**src/rtl/dcache_pkg.sv**
```systemverilog
// rtl/dcache_pkg.sv - shared state encoding, line geometry and address helper for the dcache miss controller
package dcache_pkg;

    typedef enum logic [1:0] {
        ST_IDLE = 2'd0,
        ST_WB   = 2'd1,
        ST_RD   = 2'd2,
        ST_FILL = 2'd3
    } state_t;

    localparam int LINE_W_DEF = 128;
    localparam int LINE_OFS_W = 4;
    localparam logic [31:0] LINE_OFS_MASK = (32'd1 << LINE_OFS_W) - 32'd1;

    // Clear the byte offset so every address leaving the block names a whole line
    function automatic logic [31:0] line_align(input logic [31:0] addr);
        return addr & ~LINE_OFS_MASK;
    endfunction

endpackage

```
**src/rtl/dcache_timeout_cnt.sv**
```systemverilog
// rtl/dcache_timeout_cnt.sv - watchdog counter for the memory-side wait states of the miss controller
module dcache_timeout_cnt #(
    parameter int TIMEOUT_CYC = 256
) (
    input  logic clk,
    input  logic rst,
    input  logic clr,
    input  logic en,
    output logic expired
);

    localparam int CNT_W = (TIMEOUT_CYC > 2) ? $clog2(TIMEOUT_CYC) : 1;

    logic [CNT_W-1:0] cnt_q;

    // Counts waiting cycles; cleared whenever the controller is about to enter a new state
    always_ff @(posedge clk) begin
        if (rst || clr) begin
            cnt_q <= '0;
        end else if (en && !expired) begin
            cnt_q <= cnt_q + 1'b1;
        end
    end

    assign expired = en && (cnt_q == CNT_W'(TIMEOUT_CYC - 1));

endmodule

```
**src/rtl/dcache_miss_ctrl.sv**
```systemverilog
// rtl/dcache_miss_ctrl.sv - dcache miss FSM (writeback, line read, fill); watchdog enabled by DCACHE_TIMEOUT_EN
module dcache_miss_ctrl
    import dcache_pkg::*;
#(
    parameter int LINE_W      = LINE_W_DEF,
    parameter int TIMEOUT_CYC = 256
) (
    input  logic              clk,
    input  logic              rst,
    input  logic              miss_req_i,
    input  logic [31:0]       miss_addr_i,
    input  logic              victim_dirty_i,
    input  logic [31:0]       victim_addr_i,
    input  logic [LINE_W-1:0] victim_data_i,
    output logic              busy_o,
    output logic              fill_valid_o,
    output logic [31:0]       fill_addr_o,
    output logic [LINE_W-1:0] fill_data_o,
    output logic              err_o,
    output logic              Dcache_rd_req_o,
    output logic [31:0]       Dcache_rd_addr_o,
    output logic              Dcache_wb_req_o,
    output logic [31:0]       Dcache_wb_addr_o,
    output logic [LINE_W-1:0] Dcache_wb_data_o,
    input  logic [LINE_W-1:0] ram_data_i,
    input  logic              ram_ready_i
);

    state_t            state_q, state_d;
    logic              tmo;
    logic              busy_q, fill_valid_q, err_q, rd_req_q, wb_req_q;
    logic [31:0]       rd_addr_q, wb_addr_q;
    logic [LINE_W-1:0] wb_data_q, fill_data_q;

    // A ram handshake only counts once the request is actually visible on the port
    logic wb_ack, rd_ack;
    assign wb_ack = (state_q == ST_WB) && wb_req_q && ram_ready_i;
    assign rd_ack = (state_q == ST_RD) && rd_req_q && ram_ready_i;

`ifdef DCACHE_TIMEOUT_EN
    dcache_timeout_cnt #(
        .TIMEOUT_CYC (TIMEOUT_CYC)
    ) u_timeout (
        .clk     (clk),
        .rst     (rst),
        .clr     (state_d != state_q),
        .en      ((state_q == ST_WB) || (state_q == ST_RD)),
        .expired (tmo)
    );
`else
    // The watchdog parameter stays on the interface so both builds share one port map
    localparam logic TMO_PRESENT = (TIMEOUT_CYC < 0);
    assign tmo = TMO_PRESENT;
`endif

    // State register
    always_ff @(posedge clk) begin
        if (rst) begin
            state_q <= ST_IDLE;
        end else begin
            state_q <= state_d;
        end
    end

    // Next-state: memory acks advance the sequence, a watchdog expiry abandons it
    always_comb begin
        state_d = state_q;
        case (state_q)
            ST_IDLE: if (miss_req_i) state_d = victim_dirty_i ? ST_WB : ST_RD;
            ST_WB:   if (wb_ack) state_d = ST_RD;   else if (tmo) state_d = ST_IDLE;
            ST_RD:   if (rd_ack) state_d = ST_FILL; else if (tmo) state_d = ST_IDLE;
            ST_FILL: state_d = ST_IDLE;
            default: state_d = ST_IDLE;
        endcase
    end

    // Registered outputs: requests rise the cycle after state entry and drop on the ack edge
    always_ff @(posedge clk) begin
        if (rst) begin
            busy_q       <= 1'b0;
            fill_valid_q <= 1'b0;
            err_q        <= 1'b0;
            rd_req_q     <= 1'b0;
            wb_req_q     <= 1'b0;
            rd_addr_q    <= '0;
            wb_addr_q    <= '0;
            wb_data_q    <= '0;
            fill_data_q  <= '0;
        end else begin
            busy_q       <= (state_d != ST_IDLE);
            fill_valid_q <= (state_q == ST_FILL);
            err_q        <= tmo && !wb_ack && !rd_ack;
            wb_req_q     <= (state_q == ST_WB) && (state_d == ST_WB);
            rd_req_q     <= (state_q == ST_RD) && (state_d == ST_RD);
            if ((state_q == ST_IDLE) && miss_req_i) begin
                rd_addr_q <= line_align(miss_addr_i);
                wb_addr_q <= line_align(victim_addr_i);
                wb_data_q <= victim_data_i;
            end
            if (rd_ack) begin
                fill_data_q <= ram_data_i;
            end
        end
    end

    assign busy_o           = busy_q;
    assign fill_valid_o     = fill_valid_q;
    assign fill_addr_o      = rd_addr_q;
    assign fill_data_o      = fill_data_q;
    assign err_o            = err_q;
    assign Dcache_rd_req_o  = rd_req_q;
    assign Dcache_rd_addr_o = rd_addr_q;
    assign Dcache_wb_req_o  = wb_req_q;
    assign Dcache_wb_addr_o = wb_addr_q;
    assign Dcache_wb_data_o = wb_data_q;

endmodule

```
**config.mk**
```make
export PLATFORM = sky130hd
export DESIGN_NAME = dcache_miss_ctrl
export DESIGN_NICKNAME = d
export VERILOG_FILES = /design/src/rtl/dcache_pkg.sv /design/src/rtl/dcache_timeout_cnt.sv /design/src/rtl/dcache_miss_ctrl.sv
export SDC_FILE = /design/constraint.sdc
export NUM_CORES = 1
export LEC_CHECK = 0
export BUFFER_PORTS_ARGS = -buffer_cell sky130_fd_sc_hd__buf_2
export CAP_MARGIN = 20
export CORE_AREA = 2 2 264 266
export CTS_CLUSTER_DIAMETER = 60
export DETAILED_ROUTE_END_ITERATION = 7
export DIE_AREA = 0 0 266 268
export GPL_TIMING_DRIVEN = 0
export PLACE_DENSITY = 0.42
export RECOVER_POWER = 25
export SETUP_SLACK_MARGIN = 0.2
export SLEW_MARGIN = 20
export SYNTH_ARGS = -nofsm -noshare
export SYNTH_HDL_FRONTEND = slang
export SYNTH_HIERARCHICAL = 1
export SYNTH_SLANG_ARGS = --single-unit
```
**constraint.sdc**
```tcl
create_clock -name clk -period 1.89 [get_ports clk]
set_input_delay 0.378 -clock clk [delete_from_list [all_inputs] [get_ports clk]]
set_output_delay 0.378 -clock clk [all_outputs]
set_load 0.02 [all_outputs]
```
Word level (Yosys, flattened, before mapping)
Cells that the tools add are included.
{ "word_totals": {"register_bits": 318, "in_bits": 325, "out_inout_bits": 357, "word_cells": 28} }
{ "op_classes": {"n_eq_ne": 5, "n_mux": 5, "reduce_logical": 9} }
{ "op_table": {"columns": ["cell", "count"], "rows": [
  ["2-bit two-way mux", 4],
  ["2-bit one-hot mux with 4 select lines", 1],
  ["1-bit logical AND", 7],
  ["2-bit == test (second input constant)", 3],
  ["2-bit by 1-bit == test with 1-bit output (second input constant)", 2],
  ["2-bit zero test", 1],
  ["2-bit nonzero test", 1]
]} }

Depth between registers and ports, before layout
Gate-level depths: netlist (run 1).
{ "logic_depth": {"depth_word": 7, "depth_mapped": 7, "mapped_depth_nobuf": 3} }

Least setup slack after synthesis (run 1)
Ideal clock, no wire load.
{ "synth_timing": {"path_kind": "reg2reg", "from": "reg state_q[1]", "to": "reg rd_addr_q[10], in the netlist Dcache_rd_addr_o[10]", "setup_ns": 0.132, "arrival_time_ns": 1.281, "t_required_ns": 1.758, "path_slack_ns": 0.477, "path_stages_with_launch": 8, "n_path_buf": 4, "synth_period_minus_slack_ns": 1.413, "cell_sequence": "dfxtp_1 > buf_6 > or3b_1 > buf_2 > buf_6 > buf_6 > nand2_1 > a21oi_1"} }
{ "synth_via": {"elab_chain_cells": 2} }
{ "synth_lines": {"columns": ["item", "line_no", "rtl"], "rows": [
  ["start, declared", "dcache_miss_ctrl.sv:29", "state_t state_q, state_d;"],
  ["start signal, assigned", "dcache_miss_ctrl.sv:61", "state_q <= state_d;"],
  ["2-bit zero test", "dcache_miss_ctrl.sv:95", "if ((state_q == ST_IDLE) && miss_req_i) begin"],
  ["1-bit logical AND", "dcache_miss_ctrl.sv:95", null],
  ["end signal, assigned", "dcache_miss_ctrl.sv:96", "rd_addr_q <= line_align(miss_addr_i);"],
  ["end, declared", "dcache_miss_ctrl.sv:32", "logic [31:0] rd_addr_q, wb_addr_q;"]
]} }
Every way passes these cells.
A chain may end at the register's enable or synchronous reset.

Worst setup path after layout (run 1)
{ "layout_timing": {"from": "reg rd_addr_q[4], in the netlist Dcache_rd_addr_o[4]", "to": "out fill_addr_o[4]"} }
{ "layout_rtl": {"columns": ["item", "line_no", "rtl"], "rows": [
  ["end, declared", "dcache_miss_ctrl.sv:17", "output logic [31:0] fill_addr_o,"]
]} }
No word-level cell between the ends.

==> impl_results.md, run 1 <==
* Status: completed
* 1st-iter DRT viols at just under 500
* Skew final at ~0.011 ns
* Crit-path max FO at 3
* Worst stage delay on the critical path at ~0.36 ns
* Crit start category: flip-flop
* Switch share at about 28%
* Syn_area_per_cell at about 8.0 µm²
* CP required at roughly 1.5 ns
* WS Path Type: reg -> out
* First-pass GRT wire length at between 70000 and 80000 µm
* Arrival time at the worst endpoint at approximately 1.2 ns
* Routed wire length at roughly 50000 µm
* CTS tree: yes
* Fillers at 7725
* DIE HEIGHT at around 270 µm
* Synth area leaders: dfxtp_1 (56%), nand2_1 (21%), a21oi_1 (14%), buf_4 (3.8%), buf_6 (1.9%)
* PortBufs at around 660
* Pre-antenna DRT Iters at 6
* Antenna violations before repair at 7
* Clock Pin Slew Worst Setup and Hold Paths at ~0.06 ns
* Crit. End Element: output pin
* Largest net degree at the start of global routing at 13
* Synth Flop Type: dfxtp_1
* Cell Pwr Density at roughly 1000 nW/µm²
* CTS Buf Count at between 40 and 50
* Internal power at 12.9 mW
* CP Buf/Inv Count at 2
* Leakage at approximately 7.4 nW
* Final setup margin at around 0.28 ns
* Via/cell ratio at between 3 and 4
* Crit path cell chain: buf_4, buf_2
* Routed wire per std cell at between 15 and 20 µm
* Sink Count at 318
* Cell with the most instances after synthesis: nand2_1
* Max H-tree Level at 2
* Via count at roughly 12000
* Fin crit share at 85.1%
* Min cycle time layout at approximately 1.6 ns
* Total power at about 18 mW
* Placed inst area at ~16000 µm²
* Asr flop ratio synth at 0%
* Final instance area at approximately 17000 µm²
* Peak Freq at slightly above 600 MHz
* Die area at 71300 µm²
* Slew Limit Fails at 0
* Gpl congestion at ~0.80
* Root Driver: clkbuf_16
* Global route overflow at 0
* Highest-delay cell along the critical path: dfxtp_1
* Max_cap viols at 0
* Crit-path leading delay family: flip-flops
* Vias in the first global route at about 12000
* Layout cell share with drive strength beyond 1 at 31.9%
* Sw power at 4.94 mW
* Std-Cell Rows at 96
* Worst Hold Class: in -> reg
* Synth Cell Area at roughly 11000 µm²
* I/O pin count at between 600 and 700
* Post-synth EDFFs at 0
* Final Net Count at roughly 2500
* VDD IR max at approximately 0.63 mV
* Final Setup Violations at 0
* Distinct cells, synth at 21
* Max clock buf depth at 3
* Synth Warn # at 6
* Gr usage total at between 10% and 20%
* #FFs+latches synth at around 320
* DIE WIDTH at about 270 µm
* Sum Neg Setup Slack at 0 ns
* Core area at just under 70000 µm²
* RSZ-0062 raised after global routing: no
* Gate power share at roughly 14%
* Initial core utilization at 16.6%
* Synth area leader: dfxtp_1
* Synth Instances at around 1400
* Routed Antenna Nets at 0
* Hold Fails Final Rpt at 0
* Seq/Total Area, Yosys at a little under three fifths
* Synth top cells by count: nand2_1 (626), dfxtp_1 (318), a21oi_1 (312)
* Slew HR at around two fifths
* Share of the synthesized area in the top cell type at 56.1%
* Worst slack at placement at -0.538 ns
* Drc violations at 0
* Clk network pwr share at between 40 and 50%
* Reg power frac at between 40 and 50%
* Slew @ Worst Pin at 0.892 ns
* Area growth from synthesis to layout at 51.5%
* Clk_lat worst skew at between 0.5 and 0.6 ns
* HPWL Detailed at 40000 µm
-- kinds of logic after synthesis --
group | count (synthesis) | share of synthesized area [%]
AO/OA/AOI/OAI | 315 | 14.0
buffers and inverters | 148 | 8.33
AND/OR/NAND/NOR | 638 | 21.5
flip-flops | 318 | 56.1
other | 1 | 0.0331
-- metal layers --
metal,GRT usage (%),routed length (µm),up-vias
li1,-,-,5967
met1,13.9,19200,5462
met2,24.0,25300,433
met3,4.38,4000,62
met4,4.34,1210,2
met5,0,14,-
-- timing repair --
item                                   CTS  global route
setup endpoints to repair              274           242
buffers inserted                         1             0
endpoints found under the hold margin    1             0
hold buffers                             1             0
pin swaps                                1             0
resized for setup                       20            41
-- area by class of cell --
class	count	area, µm²	share of cell area [%]
sequential	318	6370	37.1
multi-input combinational	966	4090	23.8
timing repair buffer	661	3130	18.2
clock buffer	58	1220	7.12
tap	882	1100	6.42
buffer	148	1030	6.02
clock inverter	17	208	1.21
antenna	6	15.0	0.0874
-- registers in the layout, summed over array words and instances, names as in the netlist --
name,count
Dcache_rd_addr_o,28
state_q,2
fill_data_o,128
Dcache_wb_addr_o,28
Dcache_wb_data_o,128
Dcache_rd_req_o,1
fill_valid_o,1
busy_o,1
Dcache_wb_req_o,1
-- power by group through the flow --
stage               sequential, mW  clock [mW]  combinational [mW]
floorplan                     7.73           0               0.997
global placement              7.36           0                2.47
detailed placement            7.37           0                2.49
CTS                           7.23        8.48                2.52
global route                  7.27        8.77                2.67
finish                        7.23        8.18                2.45
-- cells in the final DEF (no fill, tap or decap), drive strengths merged, types with 4 or more instances in the layout --
cell type    n
clkbuf     267
conb        13
dfxtp      318
buf        599
nand2      626
inv          4
a21oi      312
diode        6
clkinvlp     4
clkinv       6
-- metrics by stage --
stage | hold WS (ns) | std cells | util [%]
global placement | 0.440 | 2973 | 23.1
CTS | 0.00383 | 3050 | 25.3
global route | 0.0252 | 3054 | 25.2
floorplan | 0.514 | 1432 | -
finish | 0.0520 | 3056 | 25.2
detailed placement | 0.443 | 2973 | 23.1
-- final timing paths --
path,from,end,slack [ns],depth (start not counted)
max,Dcache_rd_addr_o[4],fill_addr_o[4],0.28,2
min,victim_addr_i[8],Dcache_wb_addr_o[8],0.05,3
max reg2reg,state_q[1],Dcache_wb_addr_o[29],0.29,7
min reg2reg,Dcache_wb_data_o[94],Dcache_wb_data_o[94],0.45,2
-- worst reg2reg max path: stages, from the launching register on --
cell	delay, ns
dfxtp_1	0.30
buf_6	0.13
or3b_1	0.39
buf_6	0.16
buf_8	0.17
buf_6	0.17
nand2_1	0.07
a21oi_1	0.06
(Power assumes the default switching activity.)
==> inputs of run 2 (changes only) <==
--- a/config.mk
+++ b/config.mk
@@ -12,6 +12,7 @@
 export DETAILED_ROUTE_END_ITERATION = 7
 export DIE_AREA = 0 0 266 268
 export GPL_TIMING_DRIVEN = 0
+export MAX_ROUTING_LAYER = met4
 export PLACE_DENSITY = 0.42
 export RECOVER_POWER = 25
 export SETUP_SLACK_MARGIN = 0.2
==> run 2 against run 1 <==
First-iteration DRC count is 11% higher. Setup slack got worse by 0.0081 ns. Sequential power about the same. Die area stayed put. Maximum frequency decreased by 0.50%. Clock power about the same. Final area is essentially flat. Largest power group unchanged. Via count decreased by 0.28%. Flip-flop and latch count did not move. Core utilization hardly changed. Critical path type unchanged.
==> impl_results.md, run 2 (same netlist as run 1, synthesis figures left out) <==
* I/O pin count at 682 (unchanged)
* Pre-antenna DRT Iters at 7 (+1)
* R2r startpoint: state_q[1]
* Sum Neg Setup Slack at 0 ns (unchanged)
* Final instance area at 17200 µm² (about the same)
* Cell Pwr Density at 1040 nW/µm² (about the same)
* WS Path Type: reg -> out
* Commonest non-fill, non-tap cell in the layout: nand2_1
* First-pass GRT wire length at 70900 µm (-0.14%)
* Max_cap viols at 0 (unchanged)
* Met2 usage at 24.0% (about the same)
* Vias in the first global route at 11800 (+0.31%)
* Max clock buf depth at 3 (unchanged)
* Crit. End Element: output pin
* Status: completed
* Slew Limit Fails at 0 (unchanged)
* Clock Pin Slew Worst Setup and Hold Paths at 0.06 ns (about the same)
* CP required at 1.51 ns (about the same)
* Hold Fails Final Rpt at 0 (unchanged)
* Placed inst area at 15800 µm² (unchanged)
* Largest net degree at the start of global routing at 13 (unchanged)
* Skew final at 0.0126 ns (+0.00180 ns)
* Routed wire length at 49800 µm (+0.14%)
* Setup slack on the worst flop-to-flop path at 0.29 ns (about the same)
* HPWL Detailed at 40000 µm (unchanged)
* Core area at 68200 µm² (unchanged)
* M3 GR Usage at 4.11% (-0.27 points)
* Final setup margin at 0.273 ns (-0.00808 ns)
* Global route overflow at 0 (unchanged)
* Max H-tree Level at 2 (unchanged)
* Worst R2R End: Dcache_wb_addr_o[29]
* Root Driver: clkbuf_16
* Fin crit share at 85.6% (+0.43 points)
* GRT busiest layer: met2
* Util after Layout at 25.2% (about the same)
* VDD IR max at 0.633 mV (-0.10%)
* Via/cell ratio at 3.89 (-0.34%)
* Gpl congestion at 0.815 (+1.5%)
* Drc violations at 0 (unchanged)
* Die area at 71300 µm² (unchanged)
* Final Net Count at 2463 (unchanged)
* Slew @ Worst Pin at 0.908 ns (+0.0162 ns)
* Routed wire per std cell at 16.3 µm (about the same)
* Antenna violations before repair at 7 (unchanged)
* Min cycle time layout at 1.62 ns (+0.00808 ns)
* Via count at 11900 (-0.28%)
* Clk_lat worst skew at 0.55 ns (about the same)
* CTS Buf Count at 43 (unchanged)
* Leakage at 7.39 nW (about the same)
* RSZ-0062 raised after global routing: no
* Highest-count cells in the layout ignoring fill and taps: nand2_1 (626), buf_2 (512), dfxtp_1 (313)
* Arrival time at the worst endpoint at 1.24 ns (about the same)
* Routed Antenna Nets at 0 (unchanged)
* Worst Hold Class: in -> reg
* Area growth from synthesis to layout at 51.5% (about the same)
* Slew HR at 39.4% (-1.1 points)
* CP startpoint: Dcache_rd_addr_o[4]
* Crit-path max FO at 3 (unchanged)
* DIE WIDTH at 266 µm (unchanged)
* 1st-iter DRT viols at 533 (+11%)
* PortBufs at 659 (unchanged)
* Gr usage total at 13.4% (+0.40 points)
* CTS tree: yes
* Register-to-Register Path Depth at 7 (unchanged)
* Std-Cell Rows at 96 (unchanged)
* Crit start category: flip-flop
* Worst slack at placement at -0.538 ns (unchanged)
* Peak Freq at 618 MHz (-0.50%)
* CP endpoint: fill_addr_o[4]
* Sink Count at 318 (unchanged)
* Global Route met1 Usage at 14.2% (+0.21 points)
* Final Setup Violations at 0 (unchanged)
* Layout cell share with drive strength beyond 1 at 31.9% (unchanged)
* DIE HEIGHT at 268 µm (unchanged)
* Initial core utilization at 16.6% (unchanged)
## run 2: changes by cell type in the layout (fill, tap and decap cells not counted)
| cell | delta |
|---|---|
| diode_2 | +2 |
| buf_4 | -1 |
| buf_6 | +1 |
## run 2: worst min-delay path by stage
stage                                 endpoint  cells past startpoint  slack [ns]            startpoint
after CTS                 Dcache_rd_addr_o[15]                      3       0.004       miss_addr_i[15]
after global routing           fill_data_o[57]                      3        0.03        ram_data_i[57]
after detailed placement      fill_data_o[124]                      2        0.44      fill_data_o[124]
after floorplan           Dcache_rd_addr_o[10]                      2        0.51       miss_addr_i[10]
after global placement    Dcache_wb_data_o[68]                      2        0.44  Dcache_wb_data_o[68]
final                      Dcache_wb_addr_o[8]                      3        0.05      victim_addr_i[8]
## run 2: power breakdown
group / internal (mW) / total, mW / switching, mW / leakage (nW)
sequential: 7.04 / 7.23 / 0.193 / 2.59
combinational: 0.913 / 2.45 / 1.54 / 4.10
clock: 4.98 / 8.20 / 3.22 / 0.693
total: 12.9 / 17.9 / 4.95 / 7.39
## run 2: area by class of cell
class,count,area (µm²)
Fill cell,7722,51000
Clock inverter,17,208
Timing Repair Buffer,661,3130
Sequential cell,318,6370
Multi-Input combinational cell,966,4090
Buffer,148,1040
Clock buffer,58,1220
Antenna cell,8,20.0
Tap cell,882,1100
## run 2: critical path, stage by stage, from the launching register on
cell     delay, ns
dfxtp_1       0.36
buf_4         0.13
buf_2         0.20
## run 2: metal layers
layer	wire length, µm	up-vias
met5	0	-
met2	25300	441
met1	19500	5430
met4	1210	0
met3	3850	67
li1	-	5955
## run 2: what timing repair did
| action | CTS | global route |
|---|---|---|
| pin swaps | 1 | 0 |
| gates cloned | 0 | 0 |
| endpoints found under the setup margin | 274 | 249 |
| setup buffers | 1 | 0 |
| resized for setup | 20 | 42 |
| hold buffers | 1 | 0 |
| hold endpoints to repair | 1 | 0 |
## run 2: stage by stage
stage | hold slack (ns) | power [mW] | cells
global route | 0.0254 | 18.7 | 3057
floorplan | 0.514 | 8.73 | 1432
CTS | 0.00383 | 18.2 | 3050
global placement | 0.440 | 9.83 | 2973
detailed placement | 0.443 | 9.86 | 2973
finish | 0.0520 | 17.9 | 3058
